--- src/rtl/zbt_pkg.sv ---
// zbt_pkg: shared ZBT frame-buffer constants, sideband types and address/lane helpers
package zbt_pkg;

    localparam int ZBT_ADDR_W   = 19;
    localparam int ZBT_DATA_W   = 36;
    localparam int PIX_W        = 9;
    localparam int PIX_PER_WORD = 4;

    typedef struct packed {
        logic       act;
        logic [1:0] lane;
    } pix_tag_t;

    typedef struct packed {
        logic hsync;
        logic vsync;
        logic blank;
    } sync_t;

    // Word address of pixel (x, y); the writer side uses the same mapping.
    function automatic logic [ZBT_ADDR_W-1:0] zbt_word_addr(input logic [9:0] x, input logic [9:0] y);
        return {1'b0, y, x[9:2]};
    endfunction

    // Lane 0 sits in the top bits of the word, lane 3 in the bottom bits.
    function automatic logic [PIX_W-1:0] lane_pixel(input logic [ZBT_DATA_W-1:0] word, input logic [1:0] lane);
        return PIX_W'(word >> (PIX_W * (PIX_PER_WORD - 1 - int'(lane))));
    endfunction

endpackage

--- src/rtl/zbt_frame_reader_if.sv ---
// zbt_frame_reader_if: ZBT read-port bus between the display reader and the memory
interface zbt_frame_reader_if;
    import zbt_pkg::*;

    logic [ZBT_ADDR_W-1:0] zbt_read_addr;
    logic                  zbt_read_req;
    logic [ZBT_DATA_W-1:0] zbt_read_data;

    modport master (output zbt_read_addr, output zbt_read_req, input zbt_read_data);
    modport slave  (input zbt_read_addr, input zbt_read_req, output zbt_read_data);

endinterface

--- src/rtl/zbt_delay_line.sv ---
// zbt_delay_line: fixed-depth shift register used to align sideband with ZBT read data
module zbt_delay_line #(
    parameter int W = 1,
    parameter int D = 1
) (
    input  logic         clk,
    input  logic         rst_n,
    input  logic [W-1:0] d,
    output logic [W-1:0] q
);

    logic [W-1:0] sr [D];

    // Shift one stage per clock; reset flushes every stage to zero.
    always_ff @(posedge clk or negedge rst_n) begin
        if (!rst_n) begin
            for (int i = 0; i < D; i++) sr[i] <= '0;
        end else begin
            sr[0] <= d;
            for (int i = 1; i < D; i++) sr[i] <= sr[i-1];
        end
    end

    assign q = sr[D-1];

endmodule

--- src/rtl/zbt_frame_reader.sv ---
// zbt_frame_reader: issues one ZBT read per 4 active pixels and unpacks the words into a pixel stream
module zbt_frame_reader
    import zbt_pkg::*;
#(
    parameter int H_ACTIVE     = 1024,
    parameter int V_ACTIVE     = 768,
    parameter int READ_LATENCY = 2
) (
    input  logic                 clk,
    input  logic                 rst_n,
    input  logic                 enable,
    input  logic [10:0]          hcount,
    input  logic [9:0]           vcount,
    input  logic                 hsync_in,
    input  logic                 vsync_in,
    input  logic                 blank_in,
    zbt_frame_reader_if.master   zbt,
    output logic [PIX_W-1:0]     pixel,
    output logic                 hsync_out,
    output logic                 vsync_out,
    output logic                 blank_out
);

    logic                  act;
    pix_tag_t              tag_in, tag_d;
    sync_t                 sync_in, sync_d;
    logic [ZBT_DATA_W-1:0] hold;

    assign act     = enable && (32'(hcount) < H_ACTIVE) && (32'(vcount) < V_ACTIVE);
    assign tag_in  = '{act: act, lane: hcount[1:0]};
    assign sync_in = '{hsync: hsync_in, vsync: vsync_in, blank: blank_in};

    // Address follows the scan every clock; only lane-0 active pixels are real reads.
    always_ff @(posedge clk or negedge rst_n) begin
        if (!rst_n) begin
            zbt.zbt_read_addr <= '0;
            zbt.zbt_read_req  <= 1'b0;
        end else begin
            zbt.zbt_read_addr <= zbt_word_addr(hcount[9:0], vcount);
            zbt.zbt_read_req  <= act && (hcount[1:0] == 2'd0);
        end
    end

    zbt_delay_line #(.W($bits(pix_tag_t)), .D(READ_LATENCY)) u_tag_dly (
        .clk   (clk),
        .rst_n (rst_n),
        .d     (tag_in),
        .q     (tag_d)
    );

    zbt_delay_line #(.W($bits(sync_t)), .D(READ_LATENCY)) u_sync_dly (
        .clk   (clk),
        .rst_n (rst_n),
        .d     (sync_in),
        .q     (sync_d)
    );

    // Lane 0 takes the fresh word and keeps it for lanes 1..3; inactive pixels are forced to 0.
    always_ff @(posedge clk or negedge rst_n) begin
        if (!rst_n) begin
            hold      <= '0;
            pixel     <= '0;
            hsync_out <= 1'b0;
            vsync_out <= 1'b0;
            blank_out <= 1'b0;
        end else begin
            hold      <= (tag_d.act && tag_d.lane == 2'd0) ? zbt.zbt_read_data : hold;
            pixel     <= !tag_d.act ? '0 :
                         (tag_d.lane == 2'd0) ? lane_pixel(zbt.zbt_read_data, 2'd0) :
                         lane_pixel(hold, tag_d.lane);
            hsync_out <= sync_d.hsync;
            vsync_out <= sync_d.vsync;
            blank_out <= sync_d.blank | ~tag_d.act;
        end
    end

endmodule

--- src/flat_wrapper.sv ---
// flat-port wrapper written by rule: the top's interface ports become plain ports
module zbt_frame_reader_flat import zbt_pkg::*;
#(
    parameter int H_ACTIVE     = 1024,
    parameter int V_ACTIVE     = 768,
    parameter int READ_LATENCY = 2
)
  (clk, rst_n, enable, hcount, vcount, hsync_in, vsync_in, blank_in, pixel, hsync_out, vsync_out, blank_out, zbt_zbt_read_addr, zbt_zbt_read_req, zbt_zbt_read_data);
  zbt_frame_reader_if zbt_i ();
  input  logic clk;
  input  logic rst_n;
  input  logic enable;
  input  logic [10:0] hcount;
  input  logic [9:0] vcount;
  input  logic hsync_in;
  input  logic vsync_in;
  input  logic blank_in;
  output logic [PIX_W-1:0] pixel;
  output logic hsync_out;
  output logic vsync_out;
  output logic blank_out;
  output wire logic [$bits(zbt_i.zbt_read_addr)-1:0] zbt_zbt_read_addr;
  output wire logic [$bits(zbt_i.zbt_read_req)-1:0] zbt_zbt_read_req;
  input wire logic [$bits(zbt_i.zbt_read_data)-1:0] zbt_zbt_read_data;
  assign zbt_zbt_read_addr = zbt_i.zbt_read_addr;
  assign zbt_zbt_read_req = zbt_i.zbt_read_req;
  assign zbt_i.zbt_read_data = zbt_zbt_read_data;
  zbt_frame_reader #(.H_ACTIVE(H_ACTIVE), .V_ACTIVE(V_ACTIVE), .READ_LATENCY(READ_LATENCY)) u_core (.clk(clk), .rst_n(rst_n), .enable(enable), .hcount(hcount), .vcount(vcount), .hsync_in(hsync_in), .vsync_in(vsync_in), .blank_in(blank_in), .zbt(zbt_i), .pixel(pixel), .hsync_out(hsync_out), .vsync_out(vsync_out), .blank_out(blank_out));
endmodule
--- config.mk ---
export PLATFORM = sky130hd
export DESIGN_NAME = zbt_frame_reader_flat
export DESIGN_NICKNAME = d
export VERILOG_FILES = /design/src/rtl/zbt_pkg.sv /design/src/rtl/zbt_frame_reader_if.sv /design/src/rtl/zbt_delay_line.sv /design/src/rtl/zbt_frame_reader.sv /design/src/flat_wrapper.sv
export SDC_FILE = /design/constraint.sdc
export NUM_CORES = 1
export LEC_CHECK = 0
export ABC_AREA = 1
export ABC_CLOCK_PERIOD_IN_PS = 1600
export CORE_MARGIN = 2
export CORE_UTILIZATION = 43
export CTS_CLUSTER_DIAMETER = 40
export DETAILED_ROUTE_END_ITERATION = 16
export PLACE_DENSITY = 0.75
export SETUP_SLACK_MARGIN = 0.15
export SLEW_MARGIN = 20
export SYNTH_ARGS = -nofsm -noshare
export SYNTH_HDL_FRONTEND = slang
export SYNTH_SLANG_ARGS = --single-unit
--- constraint.sdc ---
create_clock -name clk -period 1.6 [get_ports clk]
set_input_delay 0.32 -clock clk [delete_from_list [all_inputs] [get_ports clk]]
set_output_delay 0.32 -clock clk [all_outputs]
set_load 0.01 [all_outputs]
==> results.json <==
{
  "n_antenna_cell": 0,
  "fin_area_sq_mm": 0.00374,
  "status": "finished clean",
  "fin_nets": 420,
  "peakVddDrop_v": 0.000535,
  "cts_made_buffers": 9,
  "crit_type": "reg -> out",
  "drt_iter0_markers": 83,
  "die_w_um": 81.4,
  "cp_cell_sequence": "dlygate4sd2_1",
  "max_cap_viol_count": 0,
  "ys_types": 18,
  "wire_per_inst_um": 12.3,
  "grt_max_degree": 43,
  "worst-path-buf-inv": 1,
  "hpwl_mm": 3.85,
  "synth_nets": 318,
  "yosysWarnings": 0,
  "postPlaceCellArea_sq_mm": 0.00359,
  "period_minus_slack_ps": 1320,
  "p_leak_nw": 1.87,
  "first_pass_iters": 5,
  "rsz0062_at_grt": "no",
  "die_area_sq_mm": 0.00663,
  "grt_pass1_vias": 1916,
  "cp.depth": 1,
  "cpMaxStageDelayCell": "dfrtp_1",
  "fmax_mhz": 760,
  "hold_slack_ps": 351,
  "io_buffers": 93,
  "cts-root-buf": "clkbuf_8",
  "yosysTopAreaCell": "dfrtp_1",
  "fin_crit_sh": 0.822,
  "mostFrequentLayoutCell": "nand2_1",
  "finalSetupTns_ps": 0,
  "htree_levels": 3,
  "p_total_mw": 3.98,
  "drt_wl_total_mm": 5.37,
  "clk_pin_slew_worst_paths_ps": 70,
  "yosysTopAreaCellShare": 0.689,
  "die_y_um": 81.4,
  "grt-ovfl-total": 0,
  "cp-end-kind": "output port",
  "syn_area_sq_mm": 0.00258,
  "ff2ff_path_depth": 6,
  "core_sq_mm": 0.00585,
  "layout_common_cells": "nand2_1 (122), dfrtp_1 (71), clkdlybuf4s50_1 (61)",
  "cts_tree": "done",
  "setup_viol": 0,
  "p_per_area_mw_per_mm2": 1060,
  "ant_nets": 0,
  "drc": 0,
  "hold_violations": 0,
  "grt_use_total": 0.179,
  "grt_pass1_wl_mm": 8.65,
  "fillers": 465,
  "placementRows": 28,
  "synth_area_leaders": "dfrtp_1 (69%), nand2_1 (18%), o21ai_0 (3.3%)",
  "antenna_found_initial": 0,
  "clkLatencyLatePin_ps": 340,
  "yosysSeqAreaShare": 0.689,
  "crit_fanout": 1,
  "max_stage_delay_ps": 380,
  "hold_depth": 0,
  "cp-start-kind": "flip-flop",
  "path_delay_family": "flip-flops",
  "cp_data_required_time_ps": 1280,
  "gp_congestion": 0.785,
  "syn_avg_cell_area_sq_um": 10.1,
  "synth.ff_latch_count": 71,
  "area_delta_synth_final_pct": 45.0,
  "viasPerCell": 4.51,
  "clockBufferDepth": 2,
  "cts_sinks": 71,
  "cts_setup_buffers": 0,
  "start_util": 0.441,
  "hold_path_class": "reg -> reg",
  "cp_data_arrival_time_ps": 1000,
  "drive_gt1_frac": 0.0806,
  "syn_inst": 255,
  "finalClockSkew_ps": 5.05,
  "pin_count": 95,
  "slew_violations": 0,
  "num_vias": 1963
}
cell usage after synthesis, drive strengths merged:
library cell / instances
clkinv: 1
inv: 11
buf: 10
or2: 1
nor2: 13
conb: 1
nand3: 4
nand2: 123
nor4: 1
dfrtp: 71
o21ai: 19
layout make-up:
type	instances	area, sq um	share of cell area
clock buffers	10	128	0.0341
clock inverters	4	48.8	0.0131
inverters	12	51.3	0.0137
multi-input cells	162	666	0.178
flip-flops and latches	71	1780	0.475
well taps	75	93.8	0.0251
repair buffers	101	975	0.261
power breakdown:
group / switching [mW] / internal, mW
logic: 0.266 / 0.289
clock network: 0.606 / 0.700
registers: 0.101 / 2.01
state kept, by name, summed over array words and instances (netlist names), 3 cells and up:
register	flops
u_core.zbt.zbt_read_addr	18
u_core.u_sync_dly.sr	3
u_core.u_tag_dly.q	3
u_core.pixel	9
u_core.u_sync_dly.q	3
u_core.hold	28
u_core.u_tag_dly.sr	3
stage by stage:
stage          worst slack, ps  cells   util
6_report                   284    435  0.639
5_1_grt                    242    435  0.639
4_1_cts                    242    435  0.638
3_5_place_dp               274    420  0.613
3_3_place_gp               317    420  0.613
2_1_floorplan              467    255      -
cells by family after synthesis:
| family | count (synthesis) | synth area share |
|---|---|---|
| DFF | 71 | 0.689 |
| buffers and inverters | 22 | 0.0524 |
| and+or+nand+nor | 142 | 0.220 |
| AOI/OAI and AO/OA | 19 | 0.0369 |
| other | 1 | 0.00145 |
path summary, 6_finish.rpt:
kind	startpoint	endpoint	slack, ps
max in group asynchronous	rst_n	u_core.hold[21]	620
worst min register to register	u_core.u_tag_dly.sr[4]	u_core.u_tag_dly.q[1]	350
worst min-delay path	u_core.u_tag_dly.sr[4]	u_core.u_tag_dly.q[1]	350
min in group asynchronous	rst_n	u_core.zbt.zbt_read_addr[13]	430
worst max-delay path	u_core.zbt.zbt_read_addr[4]	zbt_zbt_read_addr[4]	280
worst max register to register	u_core.u_tag_dly.q[0]	u_core.hold[18]	330
metal layers:
metal	track usage	vias up	share of wire
li1	-	982	-
met1	0.215	906	0.41
met2	0.298	67	0.51
met3	0.0495	8	0.056
met4	0.0864	0	0.017
met5	0	-	0
repair_timing:
action,4_1_cts,5_1_grt
hold buffers,1,0
gates resized for setup,31,2
endpoints found under the setup margin,31,7
cloned,0,0
endpoints found under the hold margin,15,0
Power figures use the tool's default switching activity.
